[src/rtl/ir_hit_scorer.sv]
// ir_hit_scorer: debounces IR target lines, queues hits and accumulates a saturating 4-digit BCD score.
// Ports:
//   clock, reset           system clock, synchronous active-high reset
//   ir_in_i                raw asynchronous IR receiver lines, one per target channel
//   game_active_i          new hit events are accepted only while high
//   clear_score_i          one-cycle pulse: zero the score and drop pending hits
//   double_points_i        power-up flag, sampled when a hit is dequeued
//   hit_pulse_o            one-cycle strobe per dequeued hit
//   hit_channel_o          channel index of the last dequeued hit
//   score_*_o              BCD score digits for the VGA display
//   saturated_o            high while the score is 9999
module ir_hit_scorer #(
    parameter int         NUM_CH     = 16,
    parameter int         DEBOUNCE   = 50000,
    parameter int         CNT_W      = 16,
    parameter logic [7:0] POINTS_BCD = 8'h10,
    parameter bit         ACTIVE_LOW = 1'b1
) (
    input  logic              clock,
    input  logic              reset,
    input  logic [NUM_CH-1:0] ir_in_i,
    input  logic              game_active_i,
    input  logic              clear_score_i,
    input  logic              double_points_i,
    output logic              hit_pulse_o,
    output logic [3:0]        hit_channel_o,
    output logic [3:0]        score_ones_o,
    output logic [3:0]        score_tens_o,
    output logic [3:0]        score_hundreds_o,
    output logic [3:0]        score_thousands_o,
    output logic              saturated_o
);
    typedef enum logic [1:0] {IDLE, ADD, ADD2} state_e;

    localparam logic [NUM_CH-1:0] RAW_IDLE = ACTIVE_LOW ? {NUM_CH{1'b1}} : {NUM_CH{1'b0}};
    localparam logic [CNT_W-1:0]  CNT_MAX  = CNT_W'(DEBOUNCE - 1);
    localparam logic [15:0]       PTS      = {8'h00, POINTS_BCD};

    logic [NUM_CH-1:0] sync1_q, sync2_q, deb_q, deb_d, deb_prev_q, mask_q, mask_d;
    logic [NUM_CH-1:0] lvl, rise, svc;
    logic [CNT_W-1:0]  cnt_q [NUM_CH];
    logic [CNT_W-1:0]  cnt_d [NUM_CH];
    state_e            state_q, state_d;
    logic              dbl_q, dbl_d, hit_pulse_q, hit_pulse_d;
    logic [3:0]        hit_channel_q, hit_channel_d, sel;
    logic [15:0]       score_q, score_d;

    // Digit-serial BCD add of the point value; a carry out of the top digit clamps to 9999.
    function automatic logic [15:0] bcd_add(input logic [15:0] a);
        logic [4:0]  d;
        logic        c;
        logic [15:0] r;
        c = 1'b0;
        r = '0;
        for (int k = 0; k < 4; k++) begin
            d = {1'b0, a[4*k +: 4]} + {1'b0, PTS[4*k +: 4]} + {4'd0, c};
            c = d > 5'd9;
            r[4*k +: 4] = c ? d[3:0] - 4'd10 : d[3:0];
        end
        return c ? 16'h9999 : r;
    endfunction

    assign lvl  = ACTIVE_LOW ? ~sync2_q : sync2_q;
    assign rise = deb_q & ~deb_prev_q;

    always_comb begin
        deb_d = deb_q;
        for (int i = 0; i < NUM_CH; i++) begin
            cnt_d[i] = '0;
            if (lvl[i] != deb_q[i]) begin
                if (cnt_q[i] == CNT_MAX) deb_d[i] = lvl[i];
                else cnt_d[i] = cnt_q[i] + 1'b1;
            end
        end
    end

    // Lowest-index pending channel wins.
    always_comb begin
        sel = '0;
        for (int i = NUM_CH - 1; i >= 0; i--)
            if (mask_q[i]) sel = 4'(i);
    end

    always_comb begin
        state_d       = state_q;
        dbl_d         = dbl_q;
        hit_pulse_d   = 1'b0;
        hit_channel_d = hit_channel_q;
        score_d       = score_q;
        svc           = '0;
        case (state_q)
            IDLE: if (|mask_q) begin
                svc           = NUM_CH'(1) << sel;
                hit_channel_d = sel;
                hit_pulse_d   = 1'b1;
                dbl_d         = double_points_i;
                state_d       = ADD;
            end
            ADD: begin
                score_d = bcd_add(score_q);
                state_d = dbl_q ? ADD2 : IDLE;
            end
            ADD2: begin
                score_d = bcd_add(score_q);
                state_d = IDLE;
            end
            default: state_d = IDLE;
        endcase
        // A new event re-arms a bit even if it is being serviced this cycle.
        mask_d = (mask_q & ~svc) | (game_active_i ? rise : '0);
        if (clear_score_i) begin
            score_d     = '0;
            mask_d      = '0;
            state_d     = IDLE;
            hit_pulse_d = 1'b0;
            dbl_d       = 1'b0;
        end
    end

    always_ff @(posedge clock) begin
        if (reset) begin
            sync1_q       <= RAW_IDLE;
            sync2_q       <= RAW_IDLE;
            deb_q         <= '0;
            deb_prev_q    <= '0;
            for (int i = 0; i < NUM_CH; i++) cnt_q[i] <= '0;
            mask_q        <= '0;
            state_q       <= IDLE;
            dbl_q         <= 1'b0;
            hit_pulse_q   <= 1'b0;
            hit_channel_q <= '0;
            score_q       <= '0;
        end else begin
            sync1_q       <= ir_in_i;
            sync2_q       <= sync1_q;
            deb_q         <= deb_d;
            deb_prev_q    <= deb_q;
            for (int i = 0; i < NUM_CH; i++) cnt_q[i] <= cnt_d[i];
            mask_q        <= mask_d;
            state_q       <= state_d;
            dbl_q         <= dbl_d;
            hit_pulse_q   <= hit_pulse_d;
            hit_channel_q <= hit_channel_d;
            score_q       <= score_d;
        end
    end

    assign hit_pulse_o       = hit_pulse_q;
    assign hit_channel_o     = hit_channel_q;
    assign score_ones_o      = score_q[3:0];
    assign score_tens_o      = score_q[7:4];
    assign score_hundreds_o  = score_q[11:8];
    assign score_thousands_o = score_q[15:12];
    assign saturated_o       = score_q == 16'h9999;
endmodule
[config.mk]
export PLATFORM = sky130hd
export DESIGN_NAME = ir_hit_scorer
export DESIGN_NICKNAME = d
export VERILOG_FILES = /design/src/rtl/ir_hit_scorer.sv
export SDC_FILE = /design/constraint.sdc
export NUM_CORES = 1
export LEC_CHECK = 0
export CELL_PAD_IN_SITES_DETAIL_PLACEMENT = 1
export CELL_PAD_IN_SITES_GLOBAL_PLACEMENT = 2
export CORE_ASPECT_RATIO = 1.75
export CORE_MARGIN = 2
export CORE_UTILIZATION = 40
export DETAILED_ROUTE_END_ITERATION = 8
export DONT_BUFFER_PORTS = 1
export GPL_ROUTABILITY_DRIVEN = 0
export PLACE_DENSITY_LB_ADDON = 0.1
export SLEW_MARGIN = 10
export SYNTH_ARGS = -nofsm -noshare
export SYNTH_HDL_FRONTEND = slang
export SYNTH_SLANG_ARGS = --single-unit
[constraint.sdc]
create_clock -name clock -period 7.05 [get_ports clock]
set_input_delay 1.0575 -clock clock [delete_from_list [all_inputs] [get_ports clock]]
set_output_delay 1.0575 -clock clock [all_outputs]
set_load 0.05 [all_outputs]
==> impl_metrics.yaml, run 1 <==
status:
  status: "finished, final reports clean"
finish:
  fin_area_mm2: 0.01693
  drive_gt1_frac: 0.06659
  regArea_mm2: 0.007207
  antenna_cells: 0
  final_common_cell: "dfxtp_1"
  nets: 1777
  mostFrequentLayoutCells: "360 x dfxtp_1, 354 x nor2_1, 129 x xor2_1"
  fin_util: 0.4499
  syn2layout_area_growth_pct: 10.89
  multi_input_area_mm2: 0.007646
  fillers: 4396
setup_path:
  arrival_ps: 5860
  crit_fanout: 10
  r2r_slack_ps: 1630
  r2r-end: "score_q[5]"
  path_cells: "o21ai_0 > ha_1 > inv_1 > ha_1 > nand2_1 > o21a_1 > o22a_1 > ha_1 > ha_1 > inv_1 > a31oi_1 > o22a_1 > ha_1 > ha_1 > o21a_1 > o221ai_1 > nand4_1 > o211ai_1"
  ff2ff_path_depth: 18
  worstReg2RegStart: "score_q[3]"
  path_class: "flop to flop"
  crit_path_top_delay_cell: "o221ai_1"
  slowest_delay_ps: 770
  critPathMostFrequentCell: "ha_1"
  required_ps: 7490
  startpoint_type: "flop"
  crit_path_end_kind: "flop"
  setup.worst_path.start: "score_q[3]"
synth:
  ys_seq_elements: 360
  ys.flop_type: "dfxtp_1"
  async_flop_share: 0
  synth_edf_count: 0
  yosys_warnings: 0
  yosysSeqAreaShare: 0.4719
  syn_area_mm2: 0.01527
  synth_cell_types: 62
  syn_inst: 1749
  avgSynthCellArea_um2: 8.731
  syn_nets: 1797
route:
  routed_wl_um: 32580
  ant_nets: 0
  via_count: 11496
  drt_iter0_drc: 310
  wl_per_cell_um: 14.56
  drt_pass1_iterations: 4
  routed_via_density: 5.139
  drc_errors: 0
floorplanning:
  dieArea_mm2: 0.03982
  coreArea_mm2: 0.03764
  die_h_um: 262.5
  num_io_pins: 43
  initial_core_util: 0.4058
  rows: 94
  die_w_um: 151.7
clocking:
  path_clk_slew_ps: 60
  htreeDepth: 2
  insertion_delay_ps: 530
  cts_tree: "built"
  cts_setup_buffers: 0
  cts_hold_buffers: 0
  clock_sinks: 360
  numCtsBuffers: 37
  clockBufferDepth: 3
  cts_resized: 0
  cts_root_buffer: "clkbuf_16"
hold_path:
  hold_class: "flop to flop"
  min_from: "sync1_q[10]"
  whs_path_depth: 1
  hold_path_end: "sync2_q[10]"
sta:
  rsz0062_at_grt: "no"
  setup_viol: 0
  relSlewSlack: 0.3573
  drv_slew: 0
  max_freq_ghz: 0.1845
  fin_crit_sh: 0.7687
  fin_setup_tns_ps: 0
  hold_viol: 0
  fin_skew_ps: 12.17
  period_minus_slack_ps: 5420
  worst_slack_ps: 1630
  worstMarginPinSlew_ps: 964.1
placed_design:
  dp.final_hpwl_um: 22720
  post-place-ws_ps: 1685
  place_area_mm2: 0.01565
  port_buffers: 0
run:
  drv_cap: 0
global_routing:
  grt_max_degree: 93
  grt_pass1_vias: 12098
  grtUsageTotal: 0.1661
  grt_pass1_wl_um: 56160
  antenna_found_initial: 0
  overflow: 0
pwr:
  p_per_area_mw_per_mm2: 244.5
  p_leak_nw: 5.699
  peakVddDrop_v: 0.0001695
-- state kept, by name, summed over array words and instances, names as in the netlist, 2 cells and up --
signal         flops
state_q            2
deb_q             16
hit_channel_o      4
deb_prev_q        16
cnt_q            256
score_q           16
sync2_q           16
mask_q            16
sync1_q           16
-- cell usage after synthesis (all sizes together) (2+ instances only) --
master	n	area share
dfxtp	360	0.47
nor2	354	0.087
xor2	129	0.074
nand2	115	0.028
xnor2	113	0.065
nand3	92	0.030
nand4	56	0.023
and3	52	0.021
clkbuf	50	0.012
inv	47	0.012
nor3	47	0.015
or2	40	0.016
a21oi	36	0.012
ha	27	0.022
o21ai	26	0.0085
nor2b	25	0.010
and4	18	0.010
or3	17	0.0070
a31oi	14	0.0057
nand3b	14	0.0069
nor4	14	0.0075
nand2b	13	0.0053
a211oi	12	0.0059
buf	11	0.0035
nor4b	9	0.0052
nor3b	6	0.0033
o211ai	5	0.0025
or4b	5	0.0035
a21o	4	0.0020
mux2i	4	0.0026
o21a	4	0.0020
or4	4	0.0020
nor4bb	3	0.0020
a2111oi	2	0.0016
a31o	2	0.0011
and2	2	0.00082
nand4b	2	0.0011
o22a	2	0.0011
o32ai	2	0.0011
-- power by group --
group	internal [mW]	switching [mW]	leakage (nW)	total, mW
sequential	2.05	0.00624	2.91	2.05
combinational	0.0104	0.0210	2.16	0.0314
clock	1.25	0.813	0.627	2.06
total	3.30	0.840	5.70	4.14
-- kinds of logic (layout without fill, tap and decap cells) --
group / count (synthesis) / count (layout) / share of synthesized area
adder cells (fa/ha/maj): 27 / 27 / 0.02212
AND/OR/NAND/NOR: 890 / 890 / 0.2882
flip-flops: 360 / 360 / 0.4719
buffers and inverters: 108 / 116 / 0.02737
XOR/XNOR: 242 / 242 / 0.1388
AO/OA/AOI/OAI: 118 / 118 / 0.04900
multiplexers: 4 / 4 / 0.002622
-- metrics by stage --
step           total power [mW]  cells  hold slack, ps
2_1_floorplan             2.127   1749           389.5
3_3_place_gp              2.129   2170           392.3
3_5_place_dp              2.130   2170           401.4
4_1_cts                   4.230   2237           415.9
5_1_grt                   4.307   2237           426.2
6_report                  4.140   2237           410.8
-- metal layers --
layer,vias up,global-route usage,part of all wire
met3,39,0.02726,0.029
met1,5534,0.1783,0.41
met4,0,0.04454,0.020
li1,5833,-,-
met5,-,0,0
met2,90,0.3248,0.54
-- worst max path at each step --
stage	depth (start not counted)	endpoint	slack (ps)
final	18	score_q[5]	1630
after global routing	18	score_q[5]	1190
after CTS	18	score_q[5]	1620
after detailed placement	18	score_q[5]	1690
after global placement	18	score_q[9]	1890
after floorplan	20	score_q[14]	2570
-- worst max-delay path: cells and delay by family, from the launching register on --
family | cells | cell delay [ps]
AO/OA/AOI/OAI | 8 | 2340
AND/OR/NAND/NOR | 2 | 340
buffers and inverters | 2 | 180
flip-flops | 1 | 750
adder cells (fa/ha/maj) | 6 | 1720
-- layout make-up --
type | count | share of cell area
clock buffers | 54 | 0.06569
clock inverters | 13 | 0.01042
inverters | 47 | 0.01042
multi-input cells | 1281 | 0.4515
flip-flops and latches | 360 | 0.4256
well taps | 480 | 0.03547
repair buffers | 2 | 0.0008867
Note: power is estimated with default switching activity, not from simulation.
==> run 2, diff against run 1 <==
==> constraint.sdc (replaced) <==
create_clock -name clock -period 5.6 [get_ports clock]
set_input_delay 0.84 -clock clock [delete_from_list [all_inputs] [get_ports clock]]
set_output_delay 0.84 -clock clock [all_outputs]
set_load 0.05 [all_outputs]
==> impl_metrics.yaml, run 2 (synthesized netlist as in run 1, its figures left out) <==
setup_path:
  worstReg2RegStart: "score_q[2]"
  slowest_delay_ps: 700
  critPathMostFrequentCell: "ha_1"
  crit_path_top_delay_cell: "dfxtp_1"
  setup.worst_path.start: "score_q[2]"
  path_cells: "o21ai_0 > ha_1 > inv_1 > ha_1 > nand2_1 > o21a_1 > o22a_1 > ha_1 > ha_1 > inv_1 > a31oi_1 > o22a_1 > ha_1 > ha_1 > o21a_1 > o221ai_1 > buf_4 > nand4_1 > o211ai_1"
  startpoint_type: "flop"
  required_ps: 6040
  crit_fanout: 7
  r2r_slack_ps: 630
  r2r-end: "score_q[5]"
  cp_num_cells: 19
  worstSetupEndpoint: "score_q[5]"
  arrival_ps: 5410
  crit_path_end_kind: "flop"
  cpLargestDelayFamily: "compound AO/OA/AOI/OAI gates"
  path_class: "flop to flop"
  ff2ff_path_depth: 19
  critPathBufInv: 3
pwr:
  power.total_mw: 5.168
  p_leak_nw: 5.720
  p_per_area_mw_per_mm2: 305.1
  peakVddDrop_v: 0.0002063
route:
  drc_errors: 0
  ant_nets: 0
  wl_per_cell_um: 14.50
  drt_pass1_iterations: 4
  via_count: 11549
  routed_wl_um: 32520
  drt_iter0_drc: 263
  routed_via_density: 5.149
finish:
  largest_reg_flops: 256
  final_common_cell: "dfxtp_1"
  antenna_cells: 0
  drive_gt1_frac: 0.06863
  mostFrequentLayoutCells: "360 x dfxtp_1, 354 x nor2_1, 129 x xor2_1"
  fillers: 4446
  syn2layout_area_growth_pct: 10.93
  nets: 1782
  fin_util: 0.4501
  regMostFlops: "cnt_q"
floorplanning:
  initial_core_util: 0.4058
  dieArea_mm2: 0.03982
  die_h_um: 262.5
  rows: 94
  coreArea_mm2: 0.03764
  num_io_pins: 43
  die_w_um: 151.7
sta:
  rsz0062_at_grt: "no"
  worstMarginPinSlew_ps: 843.6
  relSlewSlack: 0.4369
  fin_crit_sh: 0.8878
  max_freq_ghz: 0.2011
  hold_viol: 0
  period_minus_slack_ps: 4972
  fin_setup_tns_ps: 0
  drv_slew: 0
  fin_skew_ps: 23.90
  setup_viol: 0
placed_design:
  port_buffers: 0
  dp.final_hpwl_um: 22890
run:
  drv_cap: 0
global_routing:
  antenna_found_initial: 0
  grt_max_degree: 93
  overflow: 0
  grt_pass1_vias: 12286
  grtUsageTotal: 0.1666
  grt_pass1_wl_um: 56320
clocking:
  numCtsBuffers: 38
  htreeDepth: 2
  cts_setup_buffers: 0
  clock_sinks: 360
  clockBufferDepth: 3
  path_clk_slew_ps: 60
  cts_hold_buffers: 0
  cts_resized: 0
  cts_tree: "built"
  cts_root_buffer: "clkbuf_16"
  insertion_delay_ps: 540
hold_path:
  hold_class: "primary input to flop"
status:
  status: "finished, final reports clean"
[run 2: cell count changes in the layout (fill, tap and decap cells not counted)]
cell        before  now
clkinv_2         5    7
inv_6            1    2
clkbuf_1         7    9
clkinv_8         0    1
clkinvlp_4       3    0
clkbuf_16       39   38
buf_4            2    6
bufinv_16        4    3
inv_8            0    1
[run 2: final cells by class]
cell class,count,area [um2],area share
Clock buffer,55,1095,0.06463
Clock inverter,14,170.2,0.01005
Inverter,47,176.4,0.01041
Multi-Input combinational cell,1281,7646,0.4514
Sequential cell,360,7207,0.4254
Tap cell,480,600.6,0.03545
Timing Repair Buffer,6,45.04,0.002659
[run 2: how the worst min path moves through the flow]
| stage | start | endpoint | slack (ps) | cells past startpoint |
|---|---|---|---|---|
| after floorplan | sync1_q[0] | sync2_q[0] | 390 | 1 |
| after global placement | sync1_q[15] | sync2_q[15] | 390 | 1 |
| after detailed placement | sync1_q[0] | sync2_q[0] | 400 | 1 |
| after CTS | reset | deb_q[5] | 340 | 1 |
| after global routing | reset | deb_q[0] | 340 | 1 |
| final | reset | deb_q[0] | 370 | 1 |
[run 2: routing by layer]
metal	vias up	wire [um]	global-route usage
met3	53	918	0.02604
met2	88	17500	0.3240
li1	5838	-	-
met5	-	0	0
met4	0	782	0.05155
met1	5570	13310	0.1782
[run 2: power breakdown]
part | total (mW) | internal [mW] | switching (mW)
clock | 2.55 | 1.51 | 1.04
sequential | 2.58 | 2.58 | 0.00783
combinational | 0.0389 | 0.0130 | 0.0259
total | 5.17 | 4.10 | 1.07
[run 2: through the flow]
| step | cell area, um2 | hold slack, ps | cells | worst slack [ps] |
|---|---|---|---|---|
| after floorplan | 15270 | 389.5 | 1749 | 1119 |
| after global placement | 15680 | 392.0 | 2174 | 716.5 |
| after detailed placement | 15680 | 397.7 | 2174 | 580.0 |
| after CTS | 16940 | 343.6 | 2243 | 533.5 |
| after global routing | 16940 | 342.5 | 2243 | 279.4 |
| final | 16940 | 371.5 | 2243 | 628.2 |
==> run 3, diff against run 2 <==
--- a/config.mk
+++ b/config.mk
@@ -10,6 +10,7 @@
 export CORE_ASPECT_RATIO = 1.75
 export CORE_MARGIN = 2
 export CORE_UTILIZATION = 40
+export CTS_CLUSTER_SIZE = 25
 export DETAILED_ROUTE_END_ITERATION = 8
 export DONT_BUFFER_PORTS = 1
 export GPL_ROUTABILITY_DRIVEN = 0
==> results of run 3 <==
The final DEF is identical to that of run 2; final timing and power are the same.
